===== config.mk =====
export PLATFORM = sky130hd
export DESIGN_NAME = vga_timing_gen
export DESIGN_NICKNAME = d
export VERILOG_FILES = /design/src/rtl/vga_timing_pkg.sv /design/src/rtl/vga_sync_delay.sv /design/src/rtl/vga_timing_gen.sv
export SDC_FILE = /design/constraint.sdc
export NUM_CORES = 1
export LEC_CHECK = 0
export BUFFER_PORTS_ARGS = -buffer_cell sky130_fd_sc_hd__buf_2
export CORE_ASPECT_RATIO = 1.25
export CORE_UTILIZATION = 40
export DETAILED_ROUTE_END_ITERATION = 7
export PLACE_DENSITY = 0.73
export SYNTH_ARGS = -nofsm -noshare
export SYNTH_HDL_FRONTEND = slang
export SYNTH_SLANG_ARGS = --single-unit
export TNS_END_PERCENT = 100

===== constraint.sdc =====
create_clock -name clk -period 2.3 [get_ports clk]
set_input_delay 0 -clock clk [delete_from_list [all_inputs] [get_ports clk]]
set_output_delay 0 -clock clk [all_outputs]
set_load 0.02 [all_outputs]

===== src/rtl/vga_timing_pkg.sv =====
// Shared 640x480@60Hz raster geometry and the coordinate type used by the drawers.
package vga_timing_pkg;

    typedef logic [10:0] coord_t;

    localparam coord_t H_ACTIVE = 11'd640;
    localparam coord_t H_FP     = 11'd16;
    localparam coord_t H_SYNC   = 11'd96;
    localparam coord_t H_TOTAL  = 11'd800;

    localparam coord_t V_ACTIVE = 11'd480;
    localparam coord_t V_FP     = 11'd10;
    localparam coord_t V_SYNC   = 11'd2;
    localparam coord_t V_TOTAL  = 11'd525;

    function automatic logic in_range(input coord_t v, input coord_t lo, input coord_t len);
        return (v >= lo) && (v < coord_t'(lo + len));
    endfunction

endpackage


===== src/rtl/vga_sync_delay.sv =====
// DLY-deep clk-rate shift register that lines {HS,VS,blankN} up with the registered RGB.
module vga_sync_delay #(
    parameter int             DLY     = 1,
    parameter int             W       = 3,
    parameter logic [W-1:0]   RST_VAL = '0
) (
    input  logic         clk,
    input  logic         rst_n,
    input  logic [W-1:0] d,
    output logic [W-1:0] q
);

    generate
        if (DLY == 0) begin : g_bypass
            assign q = d;
        end else begin : g_taps
            logic [W-1:0] taps [DLY];

            always_ff @(posedge clk or negedge rst_n) begin
                if (!rst_n) begin
                    for (int i = 0; i < DLY; i++) taps[i] <= RST_VAL;
                end else begin
                    taps[0] <= d;
                    for (int i = 1; i < DLY; i++) taps[i] <= taps[i-1];
                end
            end

            assign q = taps[DLY-1];
        end
    endgenerate

endmodule


===== src/rtl/vga_timing_gen.sv =====
// VGA raster generator: pixel strobe, X/Y counters, delayed sync/blank and frame pulse.
// Optional frame counter port is built when VGA_FRAME_CNT_EN is defined.
module vga_timing_gen
    import vga_timing_pkg::*;
#(
    parameter int     PIX_DIV         = 2,
    parameter int     PIPE_DLY        = 1,
    // vertical geometry is overridable so short simulations can reach VS and frame wrap
    parameter coord_t V_ACT_LINES     = V_ACTIVE,
    parameter coord_t V_FP_LINES      = V_FP,
    parameter coord_t V_SYNC_LINES    = V_SYNC,
    parameter coord_t V_TOTAL_LINES   = V_TOTAL
) (
    input  logic        clk,
    input  logic        resetN,
    output coord_t      pixelX,
    output coord_t      pixelY,
    output logic        HS,
    output logic        VS,
    output logic        blankN,
    output logic        startOfFrame
`ifdef VGA_FRAME_CNT_EN
    ,output logic [7:0] frameCount
`endif
);

    localparam int              DIV_W    = (PIX_DIV > 1) ? $clog2(PIX_DIV) : 1;
    localparam logic [DIV_W-1:0] DIV_LAST = DIV_W'(PIX_DIV - 1);

    logic [DIV_W-1:0] divider;
    logic             strobe;
    logic             line_end;
    logic             frame_end;
    logic             hs_raw;
    logic             vs_raw;
    logic             blank_raw;
    logic [2:0]       sync_q;

    assign strobe    = (divider == DIV_LAST);
    assign line_end  = (pixelX == H_TOTAL - 11'd1);
    assign frame_end = strobe && line_end && (pixelY == V_TOTAL_LINES - 11'd1);

    always_ff @(posedge clk or negedge resetN) begin
        if (!resetN)     divider <= '0;
        else if (strobe) divider <= '0;
        else             divider <= divider + 1'b1;
    end

    always_ff @(posedge clk or negedge resetN) begin
        if (!resetN) begin
            pixelX <= '0;
            pixelY <= '0;
        end else if (strobe) begin
            if (line_end) begin
                pixelX <= '0;
                pixelY <= (pixelY == V_TOTAL_LINES - 11'd1) ? '0 : pixelY + 11'd1;
            end else begin
                pixelX <= pixelX + 11'd1;
            end
        end
    end

    assign hs_raw    = !in_range(pixelX, H_ACTIVE + H_FP, H_SYNC);
    assign vs_raw    = !in_range(pixelY, V_ACT_LINES + V_FP_LINES, V_SYNC_LINES);
    assign blank_raw = (pixelX < H_ACTIVE) && (pixelY < V_ACT_LINES);

    vga_sync_delay #(
        .DLY     (PIPE_DLY),
        .W       (3),
        .RST_VAL (3'b110)
    ) u_sync_delay (
        .clk   (clk),
        .rst_n (resetN),
        .d     ({hs_raw, vs_raw, blank_raw}),
        .q     (sync_q)
    );

    assign {HS, VS, blankN} = sync_q;

    always_ff @(posedge clk or negedge resetN) begin
        if (!resetN) startOfFrame <= 1'b0;
        else         startOfFrame <= frame_end;
    end

`ifdef VGA_FRAME_CNT_EN
    always_ff @(posedge clk or negedge resetN) begin
        if (!resetN)        frameCount <= '0;
        else if (frame_end) frameCount <= frameCount + 8'd1;
    end
`endif

endmodule

### Word level (Yosys, flattened, before mapping)

Cells that the tools add are included.

* register bits after elaboration: 27
* logic and storage cells: 27

* equal/unequal tests: 2
* mux-type cells: 3
* $add $sub $neg: 3
* reduce and logical (&&, ||, !) cells: 8
* magnitude comparators: 6

Operators by type and width (count)
* adder 11 x 1 -> 11 bit (second input constant): 2
* == test 11 x 10 -> 1 bit (second input constant): 2
* < comparator 11 x 10 -> 1 bit (second input constant): 2
* < comparator 11 x 9 -> 1 bit (second input constant): 2
* 2-to-1 mux 11 bit: 2
* greater-or-equal comparator 11 x 10 -> 1 bit (second input constant): 1
* greater-or-equal comparator 11 x 9 -> 1 bit (second input constant): 1
* logical AND 1 bit: 5
* zero test 1 bit: 2
* AND reduction 2 bit: 1
* adder 1 bit (second input constant): 1
* 2-to-1 mux 1 bit: 1

### Longest topological paths before layout

Gate-level depths: netlist of run 1.

* depth in word-level cells: 3
* gate-level depth with buffers: 6
* depth with buffers taken out: 6

### By module

From an unflattened synthesis of run 1, not the netlist that was laid out.

* cell total of the unflattened synthesis: 130
* area, all modules: 1397.6 um^2

By module, submodules not included
* vga_timing_gen: cells each 127, area an instance 1320.0 um^2, times used 1
* vga_sync_delay: cells each 3, area an instance 77.6 um^2, times used 1

### Worst setup path after synthesis of run 1

OpenSTA, ideal clock, no wires.

* kind: reg2reg
* start point: register pixelX[4]
* end point: register pixelY[10]
* setup time: 0.080 ns
* slack: 0.231 ns
* arrival time: 1.989 ns
* clock period less this slack: 2.069 ns
* cell stages (with the launch flop): 7
* path through: dfrtp_1 > buf_4 > or4b_4 > or4_4 > buf_6 > nor4_4 > xor2_1

* longest elaborated chain between the ends: 2

RTL lines
* start, declared: RTL line vga_timing_gen.sv:16 `output coord_t pixelX,`
* start signal, assigned: RTL line vga_timing_gen.sv:58 `pixelX <= pixelX + 11'd1;`
* == test 11 x 10 -> 1 bit: RTL line vga_timing_gen.sv:40 `assign line_end = (pixelX == H_TOTAL - 11'd1);`
* AND reduction 2 bit (no source line)
* end signal, assigned: RTL line vga_timing_gen.sv:56 `pixelY <= (pixelY == V_TOTAL_LINES - 11'd1) ? '0 : pixelY + 11'd1;`
* end, declared: RTL line vga_timing_gen.sv:17 `output coord_t pixelY,`

No other way between the ends.
A chain may end at the register's enable or synchronous reset.

### Worst setup path in the final report of run 1

* start point: register pixelY[0]
* end point: register pixelY[0]

* longest elaborated chain between the ends: 2

RTL lines (RTL line)
* adder 11 x 1 -> 11 bit or == test 11 x 10 -> 1 bit (tied branches): vga_timing_gen.sv:56
* 2-to-1 mux 11 bit (*): vga_timing_gen.sv:56

Mark *: on every way between the ends. The rest lies on a longest branch, timed or not.

==> results of run 1 <==
## through the flow
step | util (%) | area, um^2
final | 49.57 | 1598
after global routing | 49.57 | 1598
after CTS | 49.57 | 1598
after detailed placement | 47.75 | 1539
after global placement | 47.75 | 1539
after floorplan | - | 1370
## final cells by class
class | count | area share, %
clock buffers | 3 | 2.584
well taps | 37 | 2.897
repair buffers | 30 | 10.02
clock inverters | 1 | 0.4699
flip-flops and latches | 27 | 42.44
inverters | 8 | 1.879
multi-input cells | 89 | 39.70
## what timing repair did
action	in CTS	in global routing
endpoints found under the hold margin	25	0
hold buffers	1	0
setup buffers	0	0
## final timing paths
check | from | endpoint | slack [ns]
worst max register to register | pixelY[0] | pixelY[0] | 0.14
max in group asynchronous | resetN | pixelY[4] | 1.67
min in group clk | pixelX[9] | u_sync_delay.q[2] | 0.52
worst min register to register | pixelX[9] | u_sync_delay.q[2] | 0.52
worst min-delay path | resetN | pixelY[1] | 0.25
worst max-delay path | pixelY[0] | pixelY[0] | 0.14
## worst max-delay path, stage by stage, from the launching register on
cell and delay [ns]:
dfrtp_1 0.42, inv_1 0.12, ha_1 0.16, or4bb_1 0.48, nor4_2 0.46, nor2_1 0.13
mux2_2 0.28
## sequential cells by signal (all words and copies together) (netlist names)
name and flops:
divider 1, pixelX 11, pixelY 11, startOfFrame 1, u_sync_delay.q 3
## routing by layer
metal / GRT usage [%] / up-vias / routed length, um
li1: - / 508 / -
met1: 22.52 / 514 / 1165
met2: 28.20 / 17 / 1430
met3: 2.027 / 2 / 70
met4: 4.808 / 0 / 7
met5: 0 / - / 0
## where the power goes
group	leakage, nW	internal (W)	switching (W)	total (W)
sequential	0.351	0.000474	0	0.000474
combinational	0.414	0.00000171	0.00000867	0.0000104
clock	0.0217	0.000123	0.000148	0.000271
## cells in the mapped netlist, drive strengths merged, types with 3 or more instances
cell / number
buf: 3
dfrtp: 25
ha: 5
inv: 8
mux2: 4
nand2: 9
nand3: 6
nand4: 9
nor2: 12
nor3: 6
nor4: 4
o21ai: 5
or4b: 3
xnor2: 8
xor2: 4
## cells by family after synthesis
| kind of cell | count (synthesis) |
|---|---|
| fa+ha+maj | 5 |
| flops | 27 |
| compound gates | 11 |
| simple gates | 57 |
| mux | 4 |
| xor+xnor | 12 |
| buf+inv | 12 |
## cell usage in the layout (no fill, tap or decap), types with 2 or more instances in the layout
| cell type | synthesis | layout |
|---|---|---|
| buf_2 | 1 | 27 |
| dfrtp_1 | 25 | 25 |
| nor2_1 | 12 | 12 |
| nand4_1 | 9 | 9 |
| nand2_1 | 9 | 9 |
| inv_1 | 8 | 8 |
| xnor2_1 | 8 | 8 |
| nand3_1 | 6 | 6 |
| nor3_1 | 5 | 5 |
| o21ai_0 | 5 | 5 |
| ha_1 | 5 | 5 |
| xor2_1 | 4 | 4 |
| mux2_2 | 4 | 4 |
| clkbuf_8 | 0 | 3 |
| or4b_2 | 2 | 2 |
| nor4_2 | 2 | 2 |
| a21o_1 | 2 | 2 |
| buf_4 | 1 | 2 |
| dfstp_2 | 2 | 2 |
==> results.md, run 1 <==
- The fraction of synthesis flops using an asynchronous set or reset pin is 100.0%.
- The ratio of routed vias to standard cells is 5.338.
- The basic-gate share of the synthesized area counting and, or, nand and nor cells is 25.75%.
- Once the floorplan was initialized, standard cells occupied 42.51% of the core.
- The worst hold slack after final layout is 0.2518 ns.
- The critical path in this run is classified as register to register.
- Clock-pin slew was measured on the worst setup and hold paths at 0.09 ns.
- For the worst setup path, the data required time is 2.46 ns.
- STA classifies the critical path endpoint as a register.
- Headroom to the max-slew limit came out at 61.55%.
- TritonCTS built the clock tree.
- In this run the tool buffered the top-level ports with 27 buffer cells.
- Summing the areas of all compound-gate instances in the mapped netlist gives 5.023% of the synthesized area.
- The final period utilization is 93.71%.
- The violation count after the first detailed-routing iteration is 40.
- CTS saw 27 sinks.
- Compared with the post-synthesis result, the final layout area differs by 16.62%.
- The cell count after synthesis came out at 128.
- In this run the worst hold path is classified as input pin to asynchronous set/reset pin.
- The final estimated routing congestion in global placement is 0.8868.
- Among all flip-flop cells after synthesis, the most frequent one is dfrtp_1.
- The clock root buffer is clkbuf_8.
- The worst setup path is launched from a register.
- In this run the static leakage power is 0.7869 nW.
- The horizontal extent of the die is 54.35 um.
- The total nets after synthesis is 135.
- The final global-route overflow total is 0.
- The number of hold violations in the final report is 0.
- The repair_antennas step left the layout with diodes totalling 0.
- After floorplanning, the core was sized to cover 3223 um^2.
- For the worst-skew pair, the clock arrives at the later sink with an insertion delay of 0.27 ns.
- The mean area per synthesized cell is 10.70 um^2.
- After synthesis, the cell types taking the most area are dfrtp_1, xnor2_1, ha_1.
- The total iterations of the first detailed-routing run is 4.
- The die extent in y is 67.44 um.
- Entering global routing, the biggest net connects 28 pins.
- The share of the synthesized area in the top cell type is 45.66%.
- The flow ran to the end, and the final reports show no timing, DRC or antenna violations.
- The endpoint arrival time on the critical path is 2.32 ns.
- The fraction of final layout cells with drive strength greater than 1 is 31.01%.
- On the final layout, the worst clock skew is 0.007021 ns.
- The transition at the pin with the smallest max-transition slack is 0.5767 ns.
- Of the post-synthesis cell area, the part taken by muxes is 3.288%.
- The number of antenna violations at the first check in global routing is 0.
- The number of cells on the worst reg-to-reg path is 6.
- Registers take 678.2 um^2.
- The count of flip-flops with a built-in enable after synthesis is 0.
- Setup repair after global routing left no endpoint under its margin.
- 28 I/O pins were placed.
- The count of unresolved DRC violations after routing is 0.
- The clock period minus worst slack is 2.155 ns.
- The aggregate global-route resource usage is 16.90%.
- The average wire length per cell after detail routing is 13.71 um.
- Fill cells in the final layout number 315.
- After Yosys synthesis, full adders, half adders and majority gates account for 4.566% of the synthesized area.
- The global-route wire length before repair is 4554 um.
- The post-synthesis instance area is 1370 um^2.
- The floorplan die area is 3665 um^2.
- Wires add up to 2674 um.
- CTS built an H-tree with a depth of 1.
- The register area share after synthesis is 49.50%.
- Summing all multi-input logic gate instances after layout gives 634.4 um^2.
- After synthesis, the largest family of logic cells by area is simple AND/OR/NAND/NOR gates.
- The synthesized-area fraction occupied by xor and xnor cells is 7.671%.
- IR analysis of the VDD net gives a maximum drop of 0.2407 mV.
- In this run the worst path has a maximum fanout of 6.
- Based on the critical path, the design can be clocked at up to 464.0 MHz.
- The cell type with the highest aggregate area in the netlist is dfrtp_1.
- The wire-length estimate of the detail-placed layout is 2063 um.
- The TritonCTS buffer count is 3.
- The number of placement rows is 23.
- No sink is reached through more buffers than the 2 on the longest clock path.
- The instance count after placement with tap cells included is 190.
- OpenSTA, run right after detailed placement, puts the worst setup slack at 0.1718 ns.
- The final layout contains 166 nets.
- Detailed routing inserted a total of 1,041 vias.
- In this run, distinct cell masters in the synthesized netlist total 36.
- The count of instances resized after the clock tree is built is 0.
- The smallest setup slack after layout is 0.1447 ns.
- The number of warnings issued by yosys is 0.
- The max-slew violation total from the final report came to 0.
- The via count of the first global-routing pass is 999.
- The number of synthesized register bits is 27.
- After routing, the total negative slack on setup checks comes to 0 ns.
- The power density over the cells is 473.1 nW/um^2.
- The finished layout holds 195 standard cells, fillers aside.
- The number of setup violations in the final report is 0.
- The tool flagged a number of max-cap violations equal to 0.
- The completed layout was analyzed and its total power is 0.0007558 W.
- The count of nets left with antenna violations once routing finished came out at 0.
Note: power is estimated with default switching activity, not from simulation.
==> run 2, diff against run 1 <==
--- a/config.mk
+++ b/config.mk
@@ -5,11 +5,14 @@
 export SDC_FILE = /design/constraint.sdc
 export NUM_CORES = 1
 export LEC_CHECK = 0
+export ABC_AREA = 1
 export BUFFER_PORTS_ARGS = -buffer_cell sky130_fd_sc_hd__buf_2
 export CORE_ASPECT_RATIO = 1.25
+export CORE_MARGIN = 2
 export CORE_UTILIZATION = 40
 export DETAILED_ROUTE_END_ITERATION = 7
-export PLACE_DENSITY = 0.73
+export GPL_TIMING_DRIVEN = 0
+export PLACE_DENSITY = 0.72
 export SYNTH_ARGS = -nofsm -noshare
 export SYNTH_HDL_FRONTEND = slang
 export SYNTH_SLANG_ARGS = --single-unit
==> results.md, run 2 <==
- The number of hold violations in the final report is 0.
- The via count of the first global-routing pass is 1,256.
- Derived from the worst setup path, the maximum achievable clock frequency is 690.4 MHz.
- For this configuration, the core starts out at a cell density of 41.88%.
- The number of nets in the synthesized netlist is 207.
- Setup violations remaining at the end of the flow were counted as 0.
- The number of buffers on the longest clock path is 2.
- The max-slew violation total from the final report came to 0.
- The H-tree depth is 1.
- The core region area is 3785 um^2.
- The layout filler cell count is 401.
- The top-level I/O count is 28.
- TritonCTS built the clock tree.
- The post-synthesis instance area is 1585 um^2.
- After synthesis, the most frequently instantiated cells are nand2_1, inv_1, dfrtp_1, nand3_1, nor2_1.
- In the layout the commonest cells are nand2_1, inv_1, buf_2.
- The largest net degree at the start of global routing is 28.
- The cell type with the highest aggregate area in the netlist is dfrtp_1.
- In the final layout, the share of cells above drive strength 1 is 21.98%.
- Together, buffers and inverters on the worst path number 2.
- Setup repair after global routing left no endpoint under its margin.
- Headroom to the max-slew limit came out at 59.66%.
- The synthesized-area fraction occupied by adder cells is 3.946%.
- The nature of the critical path endpoint is a register.
- The later pin in the worst-skew pair is clocked with a latency of 0.27 ns.
- The final critical path takes up 62.98% of the cycle.
- The slowest stage of the critical path belongs to the cell dfrtp_1.
- At the worst endpoint, the required time is 2.46 ns.
- The first detailed-routing pass ran for 4 iterations.
- The total negative slack for setup checks is 0 ns.
- The worst path in the final design needs a cycle of 1.448 ns, including I/O delays and setup.
- Across all layers, the routed design uses 1,351 vias.
- The library cell used most frequently in the layout, excluding fill and tap cells, is nand2_1.
- The number of synthesized register bits is 27.
- The horizontal extent of the die is 60.31 um.
- In this run the worst hold path is classified as input pin to asynchronous set/reset pin.
- For this run, the leading register cell type out of synthesis is dfrtp_1.
- The number of diodes is 0.
- Yosys attributes the largest share of cell area to dfrtp_1, nand2_1, inv_1.
- After synthesis, flip-flops and latches occupy 42.78% of the total area.
- The die extent in y is 74.39 um.
- The element type at the critical path start is a register.
- The total overflow left after global routing is 0.
- The share of the synthesized area in the top cell type is 39.46%.
- The worst IR drop on VDD is 0.2542 mV.
- Row generation in the floorplan step produced 25 rows.
- The number of clock sinks seen by CTS is 27.
- After detailed routing, the number of remaining DRC violations is 0.
- Summing the areas of all and, or, nand and nor instances in the mapped netlist gives 34.18% of the synthesized area.
- The global-route wire length before repair is 5506 um.
- The number of different library cells used by synthesis comes to 28.
- The multi-input combinational cells in the finished layout cover a total of 763.2 um^2.
- The quantity of I/O buffers inserted on ports is 27.
- After technology mapping, the gate count stands at 200.
- The worst setup path is of the register to register kind.
- In this run the critical register-to-register path is launched from pixelX[0].
- In this run, CTS created clock tree buffers numbering 3.
- The clock skew after layout is 0.008184 ns.
- The setup slack on the worst flop-to-flop path is 0.85 ns.
- The endpoint arrival time on the critical path is 1.61 ns.
- For this block, the initial DRC count from the detailed router was 51.
- Power spread over the standard cell area amounts to 407.3 nW/um^2.
- Routability-driven placement finished with a final weighted congestion of 0.8901.
- Measured in cells, the most critical reg-to-reg path has a length of 7.
- The count of nets left with antenna violations once routing finished came out at 0.
- Dividing the detail-routed wire length by the instance count gives 11.07 um.
- The run finished with clean final reports.
- During synthesis, Yosys emitted a total of 0 warnings.
- After clock tree synthesis, the clock-pin slew on the worst setup and hold paths is 0.09 ns.
- Across the run, the number of max-cap violations was 0.
- In this run, synthesis inferred 0 flip-flops with an integrated enable.
- Final hold analysis gives a worst-case slack of 0.2632 ns.
- The capture instance of the worst register-to-register path is pixelY[6].
- The aggregate global-route resource usage is 16.27%.
- The net count reported at finish is 240.
- The transition at the pin with the smallest max-transition slack is 0.6050 ns.
- The register cell area after layout is 678.2 um^2.
- The floorplan die area is 4486 um^2.
- The fraction of synthesis flops using an asynchronous set or reset pin is 100.0%.
- The signal on the critical path passes through ha_1 > inv_1 > nor2_2 > nand4_2 > buf_6 > nand2_1 > o21ai_2.
- After Yosys synthesis, XOR and XNOR cells account for 4.972% of the synthesized area.
- The HPWL reported at the end of detailed placement is 2451 um.
- In this run the static leakage power is 0.9719 nW.
- A synthesized cell averages 7.926 um^2.
- The fraction of synthesized area in multiplexers is 0%.
- In this run the clock root is driven by a clkbuf_8.
- The peak per-stage delay on the critical path is 0.40 ns.
- Of all nets on the critical path, the largest fanout is 10.
- The compound-cell area share of the yosys netlist is 5.051%.
- Dividing the detail-routed via count by the number of cells gives 4.724.
- The number of antenna violations at the first check in global routing is 0.
- The area growth from synthesis to layout is 16.26%.
- Grouping stages by cell kind, the critical path spends the most delay in flip-flops.
- The final wirelength is 3165 um.
- The largest family of logic cells by synthesized area is simple AND/OR/NAND/NOR gates.
- The count of instances resized after the clock tree is built is 0.
- The most frequently used cell type in the post-synthesis netlist is nand2_1.
run 2: cell types whose count changed after synthesis, moves of 5 or more:
cell and change:
nor2_1 +8, nand2_1 +40, nor2_4 +5, inv_1 +21, xnor2_1 -7, nand4_1 -6, nand3_1 +15
run 2: per-layer routing:
metal / up-vias / routed length [um] / track usage, %
met1: 623 / 1371 / 19.98
met4: 0 / 59 / 7.160
met2: 29 / 1628 / 28.02
met5: - / 0 / 0
li1: 694 / - / -
met3: 5 / 106 / 2.261
run 2: what timing repair did:
item | CTS | global route
hold buffers | 1 | 0
setup buffers | 0 | 0
setup endpoints to repair | 0 | 0
hold endpoints to repair | 25 | 0
run 2: metrics by stage:
| stage | instance area [um^2] | utilization [%] | power (W) | std cells | setup WS (ns) |
|---|---|---|---|---|---|
| 3_5_place_dp | 1788 | 47.24 | 0.0004942 | 281 | 0.8597 |
| 3_3_place_gp | 1788 | 47.24 | 0.0004942 | 281 | 0.8890 |
| 6_report | 1843 | 48.69 | 0.0007507 | 286 | 0.8516 |
| 5_1_grt | 1843 | 48.69 | 0.0007829 | 286 | 0.7305 |
| 2_1_floorplan | 1585 | - | 0.0004839 | 200 | 0.8602 |
| 4_1_cts | 1843 | 48.69 | 0.0007632 | 286 | 0.8354 |
run 2: cell type report:
type                       instances  area share (%)
buffer                             4           1.697
clock buffer                       4           2.444
inverter                          30           6.110
multi-input combinational        139           41.41
sequential                        27           36.80
tap                               54           3.666
timing repair buffer              28           7.875
run 2: logic make-up (layout without fill, tap and decap cells):
logic type	Yosys count	after routing
AND/OR/NAND/NOR	111	111
buffers and inverters	34	66
AO/OA/AOI/OAI	14	14
adder cells (fa/ha/maj)	5	5
XOR/XNOR	9	9
flip-flops	27	27
run 2: worst max-delay path by stage:
stage               from        end  slack (ns)  depth (start not counted)
2_1_floorplan  pixelX[1]  pixelY[8]        0.86                          7
3_3_place_gp   pixelX[1]  pixelY[6]        0.89                          7
3_5_place_dp   pixelX[1]  pixelY[0]        0.86                          7
4_1_cts        pixelX[1]  pixelY[6]        0.84                          7
5_1_grt        pixelX[0]  pixelY[0]        0.73                          7
6_report       pixelX[0]  pixelY[6]        0.85                          7
run 2: power by group:
group,internal (W),switching [W]
Clock,0.000124,0.000141
Combinational,0.00000171,0.00000908
Sequential,0.000474,0
